<file path="config.mk">
export PLATFORM = sky130hd
export DESIGN_NAME = activation_mem_loader
export DESIGN_NICKNAME = d
export VERILOG_FILES = /design/src/rtl/activation_mem_loader.sv
export SDC_FILE = /design/constraint.sdc
export NUM_CORES = 1
export LEC_CHECK = 0
export CELL_PAD_IN_SITES_DETAIL_PLACEMENT = 0
export CELL_PAD_IN_SITES_GLOBAL_PLACEMENT = 1
export CORE_ASPECT_RATIO = 1.75
export CORE_MARGIN = 2
export CORE_UTILIZATION = 32
export CTS_CLUSTER_DIAMETER = 40
export DETAILED_ROUTE_END_ITERATION = 10
export GPL_ROUTABILITY_DRIVEN = 0
export GPL_TIMING_DRIVEN = 1
export HOLD_SLACK_MARGIN = 0.02
export PLACE_DENSITY = 0.75
export SLEW_MARGIN = 20
export SYNTH_ARGS = -nofsm -noshare
export SYNTH_HDL_FRONTEND = slang
export SYNTH_SLANG_ARGS = --single-unit
</file>
<file path="constraint.sdc">
create_clock -name clk -period 2.1 [get_ports clk]
set_input_delay 0.42 -clock clk [delete_from_list [all_inputs] [get_ports clk]]
set_output_delay 0.42 -clock clk [all_outputs]
set_load 0.01 [all_outputs]
</file>
<file path="src/rtl/activation_mem_loader.sv">
// -----------------------------------------------------------------------------
// activation_mem_loader
//
// Write-side sequencer for Activation_Memory. It accepts a valid/ready
// activation stream and drives the memory write port (Activation /
// Activation_Mem_Address_in). It then holds off until the weight pre-load path
// reports weight_load_done. After that it protects the memory (load_mem_done)
// and opens the compute window (Cal) for CAL_CYCLES cycles. Each start runs
// one load+compute pass.
//
// Ports
//   clk, rst                   clock, synchronous active-high reset
//   start                      pulse; begins a pass when idle
//   act_in_valid/data/ready    activation input stream (accept = valid&&ready)
//   weight_load_done           level; weight/compensation loading finished
//   Activation                 memory write data (last accepted beat)
//   Activation_Mem_Address_in  memory write address (index of last beat)
//   load_mem_done              0 = memory writes every cycle, 1 = protected
//   Cal                        compute window
//   busy                       high outside IDLE
//   done                       1-cycle pulse when the compute window closes
//
// Optional feature (macro LOADER_ABORT_EN)
//   abort   in   abandons a pass from LOAD or WAIT_W; ignored in IDLE/CAL
//   aborted out  1-cycle pulse when an abort is taken
// -----------------------------------------------------------------------------
module activation_mem_loader #(
  parameter int DATA_W     = 7,
  parameter int ADDR_W     = 6,
  parameter int DEPTH      = 64,
  parameter int CAL_CYCLES = 9
) (
  input  logic              clk,
  input  logic              rst,
  input  logic              start,
  input  logic              act_in_valid,
  input  logic [DATA_W-1:0] act_in_data,
  output logic              act_in_ready,
  input  logic              weight_load_done,
  output logic [DATA_W-1:0] Activation,
  output logic [ADDR_W-1:0] Activation_Mem_Address_in,
  output logic              load_mem_done,
  output logic              Cal,
  output logic              busy,
  output logic              done
`ifdef LOADER_ABORT_EN
  ,
  input  logic              abort,
  output logic              aborted
`endif
);

  // The beat counter has one extra bit, so it can hold DEPTH itself. The
  // address then never wraps within a pass.
  localparam int CNT_W = ADDR_W + 1;
  localparam int CAL_W = (CAL_CYCLES > 1) ? $clog2(CAL_CYCLES) : 1;
  localparam logic [CNT_W-1:0] DEPTH_C  = CNT_W'(DEPTH);
  localparam logic [CAL_W-1:0] CAL_LAST = CAL_W'(CAL_CYCLES - 1);

  typedef enum logic [1:0] {
    S_IDLE,
    S_LOAD,
    S_WAIT_W,
    S_CAL
  } state_t;

  state_t           state_q, state_d;
  logic [CNT_W-1:0] count_q;
  logic [CAL_W-1:0] cal_cnt_q;
  logic             accept;
  logic             abort_hit;
  logic             lmd_d, cal_d, busy_d, done_d;

`ifdef LOADER_ABORT_EN
  logic             aborted_d;
  assign abort_hit = abort && (state_q == S_LOAD || state_q == S_WAIT_W);
`else
  assign abort_hit = 1'b0;
`endif

  // An abort blocks the beat that arrives in the same cycle, so ready is
  // masked by it.
  assign act_in_ready = (state_q == S_LOAD) && (count_q < DEPTH_C) && !abort_hit;
  assign accept       = act_in_valid && act_in_ready;

  // ---------------------------------------------------------------------------
  // State register and pass datapath
  // ---------------------------------------------------------------------------
  // NOTE: clocked state uses non-blocking assignments only. Every flop then
  // samples pre-edge values, whatever order the processes run in.
  always_ff @(posedge clk) begin
    if (rst) begin
      state_q                   <= S_IDLE;
      count_q                   <= '0;
      cal_cnt_q                 <= '0;
      Activation                <= '0;
      Activation_Mem_Address_in <= '0;
    end else begin
      state_q <= state_d;

      // The count is cleared whenever the pass ends (normal end or abort).
      // IDLE therefore always starts a new pass from beat 0.
      if (state_d == S_IDLE) begin
        count_q <= '0;
      end else if (accept) begin
        count_q <= count_q + CNT_W'(1);
      end

      if (accept) begin
        Activation                <= act_in_data;
        Activation_Mem_Address_in <= count_q[ADDR_W-1:0];
      end

      cal_cnt_q <= (state_q == S_CAL) ? cal_cnt_q + CAL_W'(1) : '0;
    end
  end

  // ---------------------------------------------------------------------------
  // Next-state logic
  // ---------------------------------------------------------------------------
  // NOTE: state_d gets a default before the case. No path can leave it
  // unassigned, so no latch is inferred.
  always_comb begin
    state_d = state_q;
    unique case (state_q)
      // The done cycle is already IDLE. A start in that cycle must not
      // re-launch a pass.
      S_IDLE:   if (start && !done) state_d = S_LOAD;
      // After the last beat, stay one extra cycle in LOAD (ready low). Then
      // move to WAIT_W, which keeps the memory writable so the last beat's
      // write lands.
      S_LOAD:   if (abort_hit) state_d = S_IDLE;
                else if (count_q == DEPTH_C) state_d = S_WAIT_W;
      S_WAIT_W: if (abort_hit) state_d = S_IDLE;
                else if (weight_load_done) state_d = S_CAL;
      S_CAL:    if (cal_cnt_q == CAL_LAST) state_d = S_IDLE;
      default:  state_d = S_IDLE;
    endcase
  end

  // ---------------------------------------------------------------------------
  // Output decode (from next state), registered below
  // ---------------------------------------------------------------------------
  always_comb begin
    lmd_d  = (state_d == S_IDLE) || (state_d == S_CAL);
    cal_d  = (state_d == S_CAL);
    busy_d = (state_d != S_IDLE);
    done_d = (state_q == S_CAL) && (state_d == S_IDLE);
`ifdef LOADER_ABORT_EN
    aborted_d = abort_hit;
`endif
  end

  always_ff @(posedge clk) begin
    if (rst) begin
      load_mem_done <= 1'b1;
      Cal           <= 1'b0;
      busy          <= 1'b0;
      done          <= 1'b0;
`ifdef LOADER_ABORT_EN
      aborted       <= 1'b0;
`endif
    end else begin
      load_mem_done <= lmd_d;
      Cal           <= cal_d;
      busy          <= busy_d;
      done          <= done_d;
`ifdef LOADER_ABORT_EN
      aborted       <= aborted_d;
`endif
    end
  end

endmodule

</file>
---- Word level (Yosys, flattened, before mapping) ----
Index checks and enable logic that the tools add are counted.
storage, ports and cells
  register bits after elaboration ......... 30
  input bits .............................. 12
  output and inout bits ................... 18
  logic and storage cells ................. 35
cells by class
  $add $sub $neg .......................... 2
  $lt $le $gt $ge ......................... 1
  equal/unequal tests ..................... 6
  mux-type cells .......................... 5
  bitwise operators ....................... 1
  reduce and logical (&&, ||, !) cells .... 11
operators with widths
  kind                   count
  $mux W2                4
  $pmux W2 S4            1
  $add A7 B1 Y7 const B  1
  $eq A7 B7 Y1 const B   1
  $lt A7 B7 Y1 const B   1
  $eq A2 B2 Y1 const B   3
  $add A4 B1 Y4 const B  1
  $eq A4 B4 Y1 const B   1
  $logic_and A1 B1 Y1    4
  $logic_not A2 Y1       2
  $reduce_or A2 Y1       2
  $eq A2 B1 Y1 const B   1
  $reduce_bool A2 Y1     1
  $logic_not A1 Y1       1
  $logic_or A1 B1 Y1     1
  $not A1 Y1             1

---- Logic depth before layout (Yosys ltp) ----
Gate-level depths: netlist (run 1).
  depth in word-level cells ............... 6
  mapped depth ............................ 11
  mapped depth without buffers ............ 10

---- Worst setup path before layout (run 1) ----
No wires, ideal clock.
  path kind ............................... flip-flop to flip-flop
  start point ............................. reg count_q[0]
  end point ............................... reg count_q[4]
  library setup time ...................... 0.072 ns
  arrival ................................. 2.142 ns
  data required time ...................... 2.028 ns
  path slack .............................. -0.113 ns
  stages on the path, launching flop included .. 12
  path buffers ............................ 1
  clock period less this slack ............ 2.213 ns
  path through ............................ dfxtp_1 > inv_1 > ha_1 > nor2b_1 > and3_1 > or3_1 > ha_1 > or2_2 > clkbuf_1 > inv_1 > nand2_1 > mux2i_1
on the way
  cells in the longest elaborated chain, start to end .. 5
  elaborated cells between the ends (all ways) .. 9
  those cells by class .................... 1 x add/sub; 1 x order compare; 1 x eq/ne; 2 x mux; 4 x reduce/logical
RTL lines
  item                               RTL line  RTL
  from (decl)                        68        logic [CNT_W-1:0] count_q;
  from (signal assigned)             106       count_q <= count_q + CNT_W'(1);
  $eq A7 B7 Y1                       133       else if (count_q == DEPTH_C) state_d = S_WAIT_W;
  $mux W2                            133
  $pmux W2 S4                        125       unique case (state_q)
  $logic_not A2 Y1                   103       if (state_d == S_IDLE) begin
  $reduce_or A2 Y1 (no source line)  n/a
Several ways; a longest one is shown, not always the timed one.
A chain may end at the register's enable or synchronous reset.

---- Final worst setup path (run 1) ----
Ends and elaborated chain as after synthesis.

==> metrics, run 1 <==
status finished, final reports clean; clk_skew 0.00534 ns; arrival time worst endpoint 2.19 ns; crit share post-route 94.7%; Synth Flop Type dfxtp_1; total grt overflow 0; DRC violations left 0; Nets 203; Bufs on Longest Clock Path 2; Post-synth top cells nand2_1 (34), dfxtp_1 (30), a21oi_1 (18); fillers 372; H-tree depth 2; Warnings, synthesis 0; root buffer cell clkbuf_8; Crit. End Element flop; dpl ws -0.338 ns; Chip Width 50.8 um; row count 29; Setup Crit Path Kind reg2reg; CP peak stage delay 0.32 ns; CP Launch Type flop; Die Area 0.00436 mm2; post-layout worst setup margin 0.112 ns; Syn Nets 162; post-synth design cell area 0.00122 mm2; worst-path maximum fanout 4; TritonCTS clock tree yes; flops & latches, synth 30; Ports 30; data required time at the worst endpoint 2.31 ns; Syn Area/Cell 8.51 um2; VDD IR max 562 uV; area of the core 0.00366 mm2; top post-synthesis cells by area dfxtp_1 (49%), nand2_1 (10%), a21oi_1 (7.4%); Final setup viols 0; ys async rst share 0%; library cells used by synthesis 33; Post-DP HPWL 2.06 mm; Post-Route WL 2.68 mm; via count 1,088; MaxCap Viol Count 0; PortBufs 29; Vias/cell 4.69; total power 1.23 mW; Hold Buf Count CTS 0; layout cells sized above 1 15.6%; critical path, cell by cell inv_1, ha_1, nor2b_1, and3_1, or3_1, ha_2, or2_4, inv_2, nand2_1, mux2i_1; first-pass GRT wire length 4.51 mm; Routed wire per std cell 11.6 um; Worst Tran Pin Value 0.419 ns; number of synthesized flops with an enable pin 0; worst skew pair latency 0.28 ns; Worst slew margin 71.8%; Static Leak 0.658 nW; DR pass1 iterations 4; post-synth top area share 49.0%; CP delay by family, top simple AND/OR/NAND/NOR gates; most frequent cell after synthesis nand2_1; Iteration-0 DRC Markers 12; register area share after synthesis 49.0%; Hold WC Path Type reg2reg; vias in the first global route 1,067; RSZ-0062 raised after global routing yes; initial core utilization 33.4%; Mapped Cells 144; total instance count after detailed placement 221; CP Buf/Inv Count 2; Max Slew Vio Count 0; Final Hold Vio Count 0; number of antenna diodes 0; largest net degree at the start of global routing 16; clock-pin transition on the worst setup and hold timing paths 0.06 ns; total track usage 13.9%; area delta synth->final 43.3%; CTS Buf Count 5; Finished Layout Cells 232; fmax 0.503 GHz; CTS Sinks 30; Final min period 1.99 ns; Final ANT Viol Nets 0; leading area contributor after synthesis dfxtp_1; critical path's slowest cell dfxtp_2; Cell Pwr Density 698 mW/mm2; die height 85.8 um; fin util 47.9%; initial antenna violation count 0
[logic make-up (layout without fill, tap and decap cells)]
kind of cell	count (synthesis)	count (layout)	share of synthesized area, %
simple gates	67	67	27.2
compound gates	24	24	10.7
xor+xnor	2	2	1.43
mux	1	1	0.817
flops	30	30	49.0
buf+inv	14	56	4.70
fa+ha+maj	6	6	6.13
[cell usage in the layout (no fill, tap or decap), types with 2 or more instances in the layout]
cell type / count
o21ai_0: 2
ha_1: 5
dfxtp_2: 3
buf_4: 12
dfxtp_1: 27
and2_1: 2
clkdlybuf4s50_1: 29
nand2_1: 34
or3_1: 4
a21oi_1: 18
nor2_1: 5
clkbuf_8: 8
nand3_1: 3
nor2b_1: 4
inv_1: 6
nor3_1: 3
[final cells by class]
type / instances / area [um2] / area share [%]
clock buffers: 8 / 110 / 6.27
inverters: 7 / 26.3 / 1.50
multi-input cells: 100 / 577 / 32.9
flip-flops and latches: 30 / 604 / 34.4
well taps: 46 / 57.6 / 3.28
repair buffers: 41 / 380 / 21.7
[through the flow]
stage | area, um2 | hold WS (ns) | TNS, ns
final | 1760 | 0.454 | 0
after global routing | 1760 | 0.480 | -0.00748
after CTS | 1730 | 0.456 | 0
after detailed placement | 1610 | 0.448 | -1.58
after global placement | 1610 | 0.441 | -1.02
after floorplan | 1240 | 0.430 | 0
[sequential cells by signal (all words and copies together), names as in the netlist]
signal	flops
Activation	7
Activation_Mem_Address_in	6
cal_cnt_q	4
state_q	2
count_q	7
busy	1
Cal	1
done	1
load_mem_done	1
[metal layers]
layer	global-route usage (%)	vias up	wire length, um
met5	0	-	0
met4	7.37	0	46
met3	3.66	4	100
met2	26.8	27	1490
met1	12.6	496	1040
li1	-	561	-
[repair_timing]
action / CTS / global route
setup endpoints to repair: 1 / 2
gates resized for setup: 1 / 2
buffers inserted: 0 / 3
pin swaps: 0 / 1
[power by group]
group / total, mW / leakage [nW] / switching (mW) / internal (mW)
clock: 0.531 / 0.0575 / 0.201 / 0.330
sequential: 0.587 / 0.244 / 0.00630 / 0.581
combinational: 0.107 / 0.356 / 0.0459 / 0.0615
total: 1.23 / 0.658 / 0.253 / 0.973
[worst min-delay path, stage by stage (launching register included)]
cell	delay, ns
dfxtp_1	0.31
nand2_1	0.05
a21oi_1	0.05
[final timing paths]
kind / from / end / slack, ns / depth (start not counted)
setup / recovery: count_q[0] / count_q[4] / 0.11 / 10
hold / removal: Activation_Mem_Address_in[1] / Activation_Mem_Address_in[1] / 0.45 / 2
setup reg to reg: count_q[0] / count_q[4] / 0.11 / 10
hold reg to reg: Activation_Mem_Address_in[1] / Activation_Mem_Address_in[1] / 0.45 / 2
Power figures use the tool's default switching activity.
==> run 2, diff against run 1 <==
--- a/config.mk
+++ b/config.mk
@@ -5,17 +5,18 @@
 export SDC_FILE = /design/constraint.sdc
 export NUM_CORES = 1
 export LEC_CHECK = 0
+export ABC_AREA = 1
 export CELL_PAD_IN_SITES_DETAIL_PLACEMENT = 0
 export CELL_PAD_IN_SITES_GLOBAL_PLACEMENT = 1
 export CORE_ASPECT_RATIO = 1.75
 export CORE_MARGIN = 2
-export CORE_UTILIZATION = 32
+export CORE_UTILIZATION = 31
 export CTS_CLUSTER_DIAMETER = 40
 export DETAILED_ROUTE_END_ITERATION = 10
 export GPL_ROUTABILITY_DRIVEN = 0
 export GPL_TIMING_DRIVEN = 1
 export HOLD_SLACK_MARGIN = 0.02
-export PLACE_DENSITY = 0.75
+export PLACE_DENSITY = 0.74
 export SLEW_MARGIN = 20
 export SYNTH_ARGS = -nofsm -noshare
 export SYNTH_HDL_FRONTEND = slang
==> metrics, run 2 <==
Post-DP HPWL 2.00 mm (-3.0%); initial core utilization 32.3% (-1.1 points); leading area contributor after synthesis dfxtp_1; Max Slew Vio Count 0 (unchanged); row count 30 (+3.4%); fillers 432 (+16%); Static Leak 0.653 nW (-0.69%); first-pass GRT wire length 4.73 mm (+4.9%); worst skew pair latency 0.28 ns (about the same); startpoint of the worst hold path Activation_Mem_Address_in[0]; Final ANT Viol Nets 0 (unchanged); status finished, final reports clean; CTS Sinks 30 (unchanged); most frequent cell after synthesis nor2_1; Final Hold Vio Count 0 (unchanged); PortBufs 29 (unchanged); largest family of logic cells by synthesized area simple AND/OR/NAND/NOR gates; total track usage 14.0% (+0.098 points); ys async rst share 0% (unchanged); DRC violations left 0 (unchanged); number of antenna diodes 0 (unchanged); vias in the first global route 1,114 (+4.4%); Post-Route WL 2.66 mm (-0.93%); Syn Nets 179 (+10%); final hold slack 0.463 ns (+0.00855 ns); sw frac 22.7% (+2.1 points); complex-gate fraction of the synthesized area 11.7% (+0.98 points); library cells used by synthesis 21 (-36%); DR pass1 iterations 4 (unchanged); crit share post-route 87.5% (-7.2 points); Final min period 1.84 ns (-0.151 ns); part of the power in registers 50.0% (+2.1 points); CP Launch Type flop; commonest non-fill, non-tap cells in the layout nor2_1 (32), dfxtp_1 (30), clkdlybuf4s50_1 (29), nand2_1 (28), inv_1 (16); Cell Pwr Density 712 mW/mm2 (+2.0%); Synth Flop Type dfxtp_1; Largest regs Activation (7), count_q (7), Activation_Mem_Address_in (6); layout cells sized above 1 9.64% (-5.9 points); H-tree depth 2 (unchanged); largest net degree at the start of global routing 20 (+4); MaxCap Viol Count 0 (unchanged); worst-path maximum fanout 5 (+1); Worst setup startpoint count_q[1]; area delta synth->final 33.7%; VDD IR max 474 uV (-16%); post-CTS setup repair buffer count 0 (unchanged); Die Area 0.00461 mm2 (+5.9%); sequential cell area 601 um2 (-0.62%); Synth Area in Adders 5.95% (-0.18 points); Vias/cell 4.45 (-5.0%); initial antenna violation count 0 (unchanged); Post-synth top cells nor2_1 (33), dfxtp_1 (30), nand2_1 (28); Worst slew margin 79.4% (+7.6 points); Fin Setup TNS 0 ns (unchanged); Nets 214 (+5.4%); Iteration-0 DRC Markers 6 (-6); clk_skew 0.00384 ns (-0.00150 ns); flops & latches, synth 30 (unchanged); Final setup viols 0 (unchanged); most common cell after layout, fill and taps aside nor2_1; Worst Tran Pin Value 0.309 ns (-0.111 ns); Syn Area/Cell 7.83 um2 (-7.9%); Multi-input gate area 554 um2 (-3.9%); switching power 0.273 mW (+8.0%); fmax 0.544 GHz (+8.2%); data required time at the worst endpoint 2.30 ns (about the same); die height 88.4 um (+3.0%); Clock power frac 38.2% (-5.1 points); top post-synthesis cells by area dfxtp_1 (48%), nor2_1 (9.8%), nand2_1 (8.3%); root buffer cell clkbuf_8; total grt overflow 0 (unchanged); Bufs on Longest Clock Path 2 (unchanged); FF-to-FF Start count_q[1]; TritonCTS clock tree yes; P_int 0.928 mW (-4.6%); Crit. End Element flop; area of the core 0.00390 mm2 (+6.5%); Setup Crit Path Kind reg2reg; clock-pin transition on the worst setup and hold timing paths 0.06 ns (about the same); Hold WC Path Type reg2reg; Routed wire per std cell 10.8 um (-6.2%); arrival time worst endpoint 2.04 ns (-0.15 ns); Ports 30 (unchanged); XOR/XNOR Fraction of Synth Area 2.08% (+0.65 points); post-synth top area share 47.6% (-1.4 points); CTS Buf Count 5 (unchanged); register area share after synthesis 47.6% (-1.4 points); simple-gate share of the synthesized area 24.0% (-3.2 points); Chip Width 52.2 um (+2.8%); post-synth design cell area 0.00126 mm2 (+3.0%); mux contribution to synthesized area 0% (-0.82 points); number of synthesized flops with an enable pin 0 (unchanged); Warnings, synthesis 0 (unchanged); via count 1,091 (+0.28%); Mapped Cells 161 (+12%); Logic pwr share 11.8% (+3.0 points); RSZ-0062 raised after global routing no
run 2: kinds of logic after synthesis:
group / count (synthesis)
XOR/XNOR: 3
buffers and inverters: 22
AND/OR/NAND/NOR: 74
adder cells (fa/ha/maj): 6
AO/OA/AOI/OAI: 26
flip-flops: 30
run 2: layout make-up:
| class | count | area share (%) |
|---|---|---|
| flip-flops and latches | 30 | 35.6 |
| multi-input cells | 109 | 32.9 |
| repair buffers | 32 | 18.5 |
| clock buffers | 7 | 5.12 |
| inverters | 18 | 4.01 |
| well taps | 48 | 3.56 |
| clock inverters | 1 | 0.297 |
run 2: per-stage QoR:
step           total power, mW  cell area (um2)  util, %  instances  setup slack (ns)
2_1_floorplan            0.685             1260        -        161             0.442
3_3_place_gp             0.752             1590     40.8        237             0.143
3_5_place_dp             0.755             1590     40.8        237            0.0613
4_1_cts                   1.23             1680     43.1        245             0.160
5_1_grt                   1.26             1690     43.2        245            0.0190
6_report                  1.20             1690     43.2        245             0.263
run 2: path summary, 6_finish.rpt:
check	to	slack, ns	cells past startpoint
worst max-delay path	count_q[3]	0.26	11
worst min-delay path	Activation_Mem_Address_in[0]	0.46	2
worst max register to register	count_q[3]	0.26	11
worst min register to register	Activation_Mem_Address_in[0]	0.46	2
run 2: worst max-delay path, cell delays in order (launching register included):
cell and delay (ns):
dfxtp_1 0.32, inv_1 0.10, ha_1 0.16, nand2_1 0.05, nor3_1 0.12, nand2_1 0.10, o21ai_1 0.18, inv_1 0.09
ha_1 0.21, nor2_2 0.19, inv_1 0.11, a21oi_1 0.13
run 2: power groups by stage:
stage / clock (mW) / sequential [mW] / combinational (mW)
detailed placement: 0 / 0.614 / 0.141
floorplan: 0 / 0.622 / 0.0632
global placement: 0 / 0.613 / 0.140
CTS: 0.485 / 0.601 / 0.142
global route: 0.503 / 0.604 / 0.158
finish: 0.459 / 0.601 / 0.141
run 2: what timing repair did:
action / 4_1_cts / 5_1_grt
hold buffers: 0 / 0
gates resized for setup: 0 / 1
endpoints found under the setup margin: 0 / 7
run 2: per-layer routing:
| layer | vias to the layer above | global-route usage (%) | share of wire (%) |
|---|---|---|---|
| met1 | 487 | 13.3 | 39 |
| met2 | 23 | 25.9 | 54 |
| li1 | 574 | - | - |
| met5 | - | 0 | 0 |
| met3 | 7 | 4.22 | 5.0 |
| met4 | 0 | 7.69 | 2.6 |
